$ cat src/rtl/hazard5_muldiv_ctrl.sv
// Execute-stage controller for hazard5_muldiv_seq: issues M-extension ops, stalls
// the pipe until the result returns, and short-circuits fused pairs via a one-entry cache.
module hazard5_muldiv_ctrl #(
  parameter int XLEN     = 32,
  parameter int CACHE_EN = 1
) (
  input  logic            clk,
  input  logic            rst_n,
  input  logic            x_valid,
  input  logic [2:0]      x_funct3,
  input  logic [XLEN-1:0] x_rs1,
  input  logic [XLEN-1:0] x_rs2,
  input  logic            x_kill,
  output logic            x_stall,
  output logic [XLEN-1:0] x_result,
  output logic            x_result_vld,
  output logic [2:0]      op,
  output logic            op_vld,
  input  logic            op_rdy,
  output logic            op_force,
  output logic [XLEN-1:0] op_a,
  output logic [XLEN-1:0] op_b,
  input  logic [XLEN-1:0] result_h,
  input  logic [XLEN-1:0] result_l,
  input  logic            result_vld
);

  typedef enum logic [2:0] {S_IDLE, S_ISSUE, S_WAIT, S_DRAIN, S_DONE} state_t;

  localparam logic [2:0] F3_MUL  = 3'd0;
  localparam logic [2:0] F3_DIV  = 3'd4;
  localparam logic [2:0] F3_DIVU = 3'd5;

  state_t          r_state;
  state_t          w_state_nxt;

  logic [2:0]      r_funct3;
  logic [2:0]      r_op;
  logic [XLEN-1:0] r_a;
  logic [XLEN-1:0] r_b;
  logic [XLEN-1:0] r_result;

  logic            r_c_vld;
  logic [2:0]      r_c_op;
  logic [XLEN-1:0] r_c_a;
  logic [XLEN-1:0] r_c_b;
  logic [XLEN-1:0] r_c_hi;
  logic [XLEN-1:0] r_c_lo;

  logic            w_compat;
  logic            w_hit;
  logic            w_capture;
  logic            w_take_hit;
  logic            w_take_res;

  // REM/REMU ride on the DIV/DIVU run (remainder comes back on result_h).
  function automatic logic [2:0] seq_op(input logic [2:0] f3);
    return f3[2] ? (f3 & 3'b101) : f3;
  endfunction

  function automatic logic [XLEN-1:0] pick_half(input logic [2:0]      f3,
                                                input logic [XLEN-1:0] hi,
                                                input logic [XLEN-1:0] lo);
    return (f3 == F3_MUL || f3 == F3_DIV || f3 == F3_DIVU) ? lo : hi;
  endfunction

  // MUL only needs the low product half, which every mul-class run produces identically.
  always_comb begin
    w_compat = 1'b0;
    if (x_funct3 == F3_MUL) w_compat = !r_c_op[2];
    else                    w_compat = (r_c_op == seq_op(x_funct3));
    w_hit = (CACHE_EN != 0) && r_c_vld && (r_c_a == x_rs1) && (r_c_b == x_rs2) && w_compat;
  end

  // NOTE: every always_comb output gets a default first so no path can infer a latch.
  always_comb begin
    w_state_nxt  = r_state;
    op_vld       = 1'b0;
    x_result_vld = 1'b0;
    w_capture    = 1'b0;
    w_take_hit   = 1'b0;
    w_take_res   = 1'b0;
    unique case (r_state)
      S_IDLE: begin
        if (x_valid && !x_kill) begin
          w_capture = 1'b1;
          if (w_hit) begin
            w_take_hit  = 1'b1;
            w_state_nxt = S_DONE;
          end else begin
            w_state_nxt = S_ISSUE;
          end
        end
      end
      S_ISSUE: begin
        if (x_kill) begin
          w_state_nxt = S_IDLE;
        end else begin
          op_vld = 1'b1;
          if (op_rdy) w_state_nxt = S_WAIT;
        end
      end
      S_WAIT: begin
        // A kill landing on the result cycle has nothing left to drain.
        if (result_vld) begin
          if (x_kill) begin
            w_state_nxt = S_IDLE;
          end else begin
            w_take_res  = 1'b1;
            w_state_nxt = S_DONE;
          end
        end else if (x_kill) begin
          w_state_nxt = S_DRAIN;
        end
      end
      S_DRAIN: begin
        if (result_vld) w_state_nxt = S_IDLE;
      end
      S_DONE: begin
        x_result_vld = !x_kill;
        w_state_nxt  = S_IDLE;
      end
      default: w_state_nxt = S_IDLE;
    endcase
  end

  // NOTE: sequential state uses non-blocking assignments so all registers update together.
  always_ff @(posedge clk or negedge rst_n) begin
    if (!rst_n) r_state <= S_IDLE;
    else        r_state <= w_state_nxt;
  end

  // NOTE: the cache data is reset along with its valid bit; it is one entry, not a RAM.
  always_ff @(posedge clk or negedge rst_n) begin
    if (!rst_n) begin
      r_funct3 <= '0;
      r_op     <= '0;
      r_a      <= '0;
      r_b      <= '0;
      r_result <= '0;
      r_c_vld  <= 1'b0;
      r_c_op   <= '0;
      r_c_a    <= '0;
      r_c_b    <= '0;
      r_c_hi   <= '0;
      r_c_lo   <= '0;
    end else begin
      if (w_capture) begin
        r_funct3 <= x_funct3;
        r_op     <= seq_op(x_funct3);
        r_a      <= x_rs1;
        r_b      <= x_rs2;
      end
      if (w_take_hit) r_result <= pick_half(x_funct3, r_c_hi, r_c_lo);
      if (w_take_res) begin
        r_result <= pick_half(r_funct3, result_h, result_l);
        r_c_vld  <= 1'b1;
        r_c_op   <= r_op;
        r_c_a    <= r_a;
        r_c_b    <= r_b;
        r_c_hi   <= result_h;
        r_c_lo   <= result_l;
      end
    end
  end

  assign x_stall  = x_valid && (r_state != S_DONE) && !x_kill;
  assign x_result = r_result;
  assign op       = r_op;
  assign op_a     = r_a;
  assign op_b     = r_b;
  assign op_force = 1'b0;

endmodule

$ cat config.mk
export PLATFORM = sky130hd
export DESIGN_NAME = hazard5_muldiv_ctrl
export DESIGN_NICKNAME = d
export VERILOG_FILES = /design/src/rtl/hazard5_muldiv_ctrl.sv
export SDC_FILE = /design/constraint.sdc
export NUM_CORES = 1
export LEC_CHECK = 0
export CORE_AREA = 3 3 192 119
export DETAILED_ROUTE_END_ITERATION = 10
export DIE_AREA = 0 0 195 122
export PLACE_DENSITY = 0.81
export SLEW_MARGIN = 15
export SYNTH_ARGS = -nofsm -noshare
export SYNTH_HDL_FRONTEND = slang
export SYNTH_SLANG_ARGS = --single-unit
$ cat constraint.sdc
create_clock -name clk -period 3.3 [get_ports clk]
set_clock_uncertainty 0.2 [all_clocks]
set_input_delay 0.825 -clock clk [delete_from_list [all_inputs] [get_ports clk]]
set_output_delay 0.825 -clock clk [all_outputs]
set_load 0.1 [all_outputs]
======== Yosys cells after proc, flatten, opt, wreduce, memory -nomap -nowiden ========
Cells that the tools add are included.
operators by class
  equality and inequality tests ........... 16
  muxes and demuxes ....................... 25
  reductions and logical operators ........ 17
operator list
  operator                                              count
  2-to-1 mux 32 bit                                     4
  equality test 32 bit                                  2
  2-to-1 mux 3 bit                                      9
  equality test 3 bit (second input constant)           5
  one-hot mux 3 bit (4 select lines)                    1
  2-to-1 mux 1 bit                                      11
  logical NOT 3 bit                                     3
  inequality test 3 bit (second input constant)         3
  equality test 3 x 2 -> 1 bit (second input constant)  2
  logical AND 1 bit                                     6
  logical OR 1 bit                                      4
  inequality test 2 bit (second input constant)         2
  AND reduction 4 bit                                   1
  equality test 3 x 1 -> 1 bit (second input constant)  1
  equality test 3 bit                                   1
  logical NOT 1 bit                                     2
  nonzero test 2 bit                                    1
storage, ports and cells
  bits in registers ....................... 237
  input bits .............................. 137
  output and inout bits ................... 103
  word-level logic and storage cells ...... 70

======== Logic depth before layout (Yosys ltp) ========
  depth after elaboration ................. 9
  gate-level depth with buffers ........... 8
  mapped depth without buffers ............ 6

======== Worst setup path before layout ========
Ideal clock, no wire load.
  path kind ............................... input to output
  start point ............................. in x_kill
  end point ............................... out x_stall
  arrival ................................. 2.448 ns
  required time ........................... 2.275 ns
  slack ................................... -0.173 ns
  stages .................................. 2
  cells stage by stage .................... nand2b_1 -> a21oi_1
between the ends
  longest elaborated chain between the ends .. 2
RTL lines
  element            line  source
  start, declared    13    input logic x_kill,
  logical NOT 1 bit  167   assign x_stall = x_valid && (r_state != S_DONE) && !x_kill;
  logical AND 1 bit  167
  end, declared      14    output logic x_stall,
No other way between the ends.

======== Worst setup path after layout ========
  start point ............................. in x_rs2[0]
  end point ............................... reg r_result[11], in the netlist x_result[11]
between the ends
  longest elaborated chain between the ends .. 7
RTL lines
  element                          line  source
  start, declared                  12    input logic [XLEN-1:0] x_rs2,
  equality test 32 bit             72    w_hit = (CACHE_EN != 0) && r_c_vld && (r_c_a == x_rs1) && (r_c_b == x_rs2) && w_compat;
  logical AND 1 bit (2 in series)  72
  2-to-1 mux 1 bit                 87    if (w_hit) begin
  2-to-1 mux 1 bit                 85    if (x_valid && !x_kill) begin
  2-to-1 mux 1 bit                 83    unique case (r_state)
  nonzero test 2 bit (no line)     n/a
  end signal, assigned             154   if (w_take_hit) r_result <= pick_half(x_funct3, r_c_hi, r_c_lo);
  end signal, assigned             156   r_result <= pick_half(r_funct3, result_h, result_l);
  end, declared                    41    logic [XLEN-1:0] r_result;
No other way between the ends.
A chain may end at the register's enable or synchronous reset.

==> results.toml <==
[die]
die_y_um = 122
start_util = 0.509
core.rowCount = 41
fp.dieW_um = 195
pin_count = 240
dieArea_mm2 = 0.0238
core_mm2 = 0.0210

[hold_path]
hp-class = "in -> async"

[synth]
syn-num-nets = 1241
synth.area.top_cells = "dfrtp_1, nand2_1, mux2_2"
synth_top_area_cell = "dfrtp_1"
ys_ff_latch = 235
yosys_warnings = 0
synth_top_area_frac = 0.549
syn_area_mm2 = 0.0107
syn_area_per_cell_um2 = 9.70
ys_types = 36
ys_seq_area_frac = 0.549
postSynthCellCount = 1104

[setup_path]
end_kind = "flop"
crit_fanout = 30
cp.arrival_ns = 3.34
regToRegSetupSlack_ns = 0.66
worstReg2RegEnd = "x_result[11]"
critical_path_class = "in -> reg"
cp.required_ns = 3.48
r2r-start = "r_c_a[29]"
worst-r2r-cell-count = 7
worstSetupStartpointType = "input port"

[cells_and_area]
nets = 1486
area_delta_synth_final_pct = 32.5
fill_cells = 1617
register_area_mm2 = 0.00588
multiInputGateArea_mm2 = 0.00452
drive_gt1_frac = 0.194
diodes = 0

[clock_network]
cts.sinks = 235
cts_tree = "built"
clockBufferDepth = 3
worstSkewPairLatency_ns = 0.50
root_buffer = "clkbuf_16"
htreeDepth = 1
post_cts_resized = 0
clk_pin_slew_ns = 0.06
postCtsSetupBuffers = 0
cts_inserted_buffers = 23
hold_buffers = 0

[placed_design]
place_congestion = 0.842
port_buffers = 238
dp_hpwl_um = 21200

[route]
routed_wl_um = 30000
ant_nets = 0
vias_per_cell = 5.43
drtIter0Drc = 580
routedWlPerCell_um = 18.2
route.detailed.drc = 0
first_pass_iters = 5
vias = 8923

[run_status]
status = "finished clean"

[timing]
holdWs_ns = 0.131
timing.slew.headroom = 0.424
rsz0062_at_grt = "false"
hold_viol_final = 0
final_max_slew_viol_count = 0
period_minus_slack_ns = 3.16
worst_pin_slew_ns = 0.864
setup_tns_ns = 0
period_share = 0.958
fmax_ghz = 0.316
setup_violations = 0

[global_routing]
gr-total-overflow = 0
grt_first_pass_wirelength_um = 48000
track_usage = 0.249
grt_max_degree = 84
grt_pass1_vias = 8899
antenna_found_initial = 0

[power_and_ir_drop]
p_leak_nw = 6.78
vdd_ir_drop_max_v = 0.00103
powerDensity_mw_per_mm2 = 1130

[flow_run]
maxCapViolCount = 0
## flip-flops by register name (all words and copies together), names as in the netlist
name / cells
op_a: 32
op_b: 32
r_c_a: 32
r_c_b: 32
r_c_hi: 32
r_c_lo: 32
x_result: 32
r_c_op: 3
r_funct3: 3
r_state: 3
op: 1
r_c_vld: 1
## per-layer routing
metal | part of all wire | global-route usage | up-vias
met4 | 0.017 | 0.0458 | 0
met1 | 0.49 | 0.389 | 4372
met2 | 0.42 | 0.366 | 343
met5 | 0 | 0 | -
met3 | 0.072 | 0.0467 | 35
li1 | - | - | 4173
## cells in the final DEF (no fill, tap or decap), types with 12 or more instances in the layout
cell	n
a21oi_1	40
nor2b_1	24
mux2_2	66
clkbuf_16	23
buf_4	138
a311o_1	25
nand2_1	448
nand2b_1	12
dfrtp_1	235
mux2i_1	39
xnor2_1	40
inv_1	17
nor4_1	30
buf_12	13
clkdlybuf4s50_1	135
## worst max-delay path by stage
stage | from | end | slack, ns | cells past startpoint
after CTS | x_rs2[0] | x_result[21] | 0.15 | 8
after global placement | x_rs2[0] | x_result[7] | -0.20 | 8
after floorplan | x_kill | x_result_vld | 0.20 | 1
after global routing | x_rs2[0] | x_result[5] | 0.07 | 8
after detailed placement | x_rs2[0] | x_result[21] | -0.37 | 8
final | x_rs2[0] | x_result[11] | 0.14 | 8
## synth_stat cells, drive strengths merged
master	instances
nand2	448
o21ai	9
a211oi	1
xnor2	40
or2	1
clkbuf	59
a2111o	8
nand2b	12
nor4	32
buf	8
nor2	5
nand3	3
mux2i	39
o211ai	1
a31oi	1
a2111oi	1
inv	17
o2111ai	4
o221ai	2
a21o	1
conb	1
nor3	1
or3	1
mux2	66
a21boi	1
nor2b	24
nand4	10
a21oi	43
o22ai	4
a311o	25
o311a	1
dfrtp	235
## critical path, stage by stage
cell             delay, ns
clkdlybuf4s50_1       0.48
nor2b_1               0.19
a2111o_1              0.39
a2111oi_1             0.43
nand4_2               0.16
or2_1                 0.29
buf_12                0.19
a311o_1               0.37
## per-stage QoR
step,utilization,total power [mW],worst slack [ns],cells,area (um^2)
final,0.675,16.0,0.139,1642,14200
after detailed placement,0.641,13.5,-0.373,1603,13500
after floorplan,-,11.3,0.197,1104,10700
after global placement,0.641,13.3,-0.196,1603,13500
after CTS,0.675,16.1,0.154,1642,14200
after global routing,0.675,16.8,0.0696,1642,14200
## cells by family after synthesis
group | after synthesis | share of synthesized area
DFF | 235 | 0.549
buffers and inverters | 84 | 0.0333
and+or+nand+nor | 537 | 0.210
xor gates and xnor gates | 40 | 0.0327
other | 1 | 0.000350
muxes | 105 | 0.106
AOI/OAI and AO/OA | 102 | 0.0686
## area by class of cell
| cell class | instances | share of cell area |
|---|---|---|
| Clock buffer | 32 | 0.0472 |
| Clock inverter | 7 | 0.00326 |
| Inverter | 17 | 0.00450 |
| Multi-Input combinational cell | 785 | 0.318 |
| Sequential cell | 235 | 0.414 |
| Tap cell | 279 | 0.0246 |
| Timing Repair Buffer | 287 | 0.188 |
## power by group
group	leakage (nW)	internal (mW)	switching, mW
Clock	0.346	1.41	1.09
Sequential	2.95	4.23	0.988
Combinational	3.48	2.21	6.05
Power figures use the tool's default switching activity.
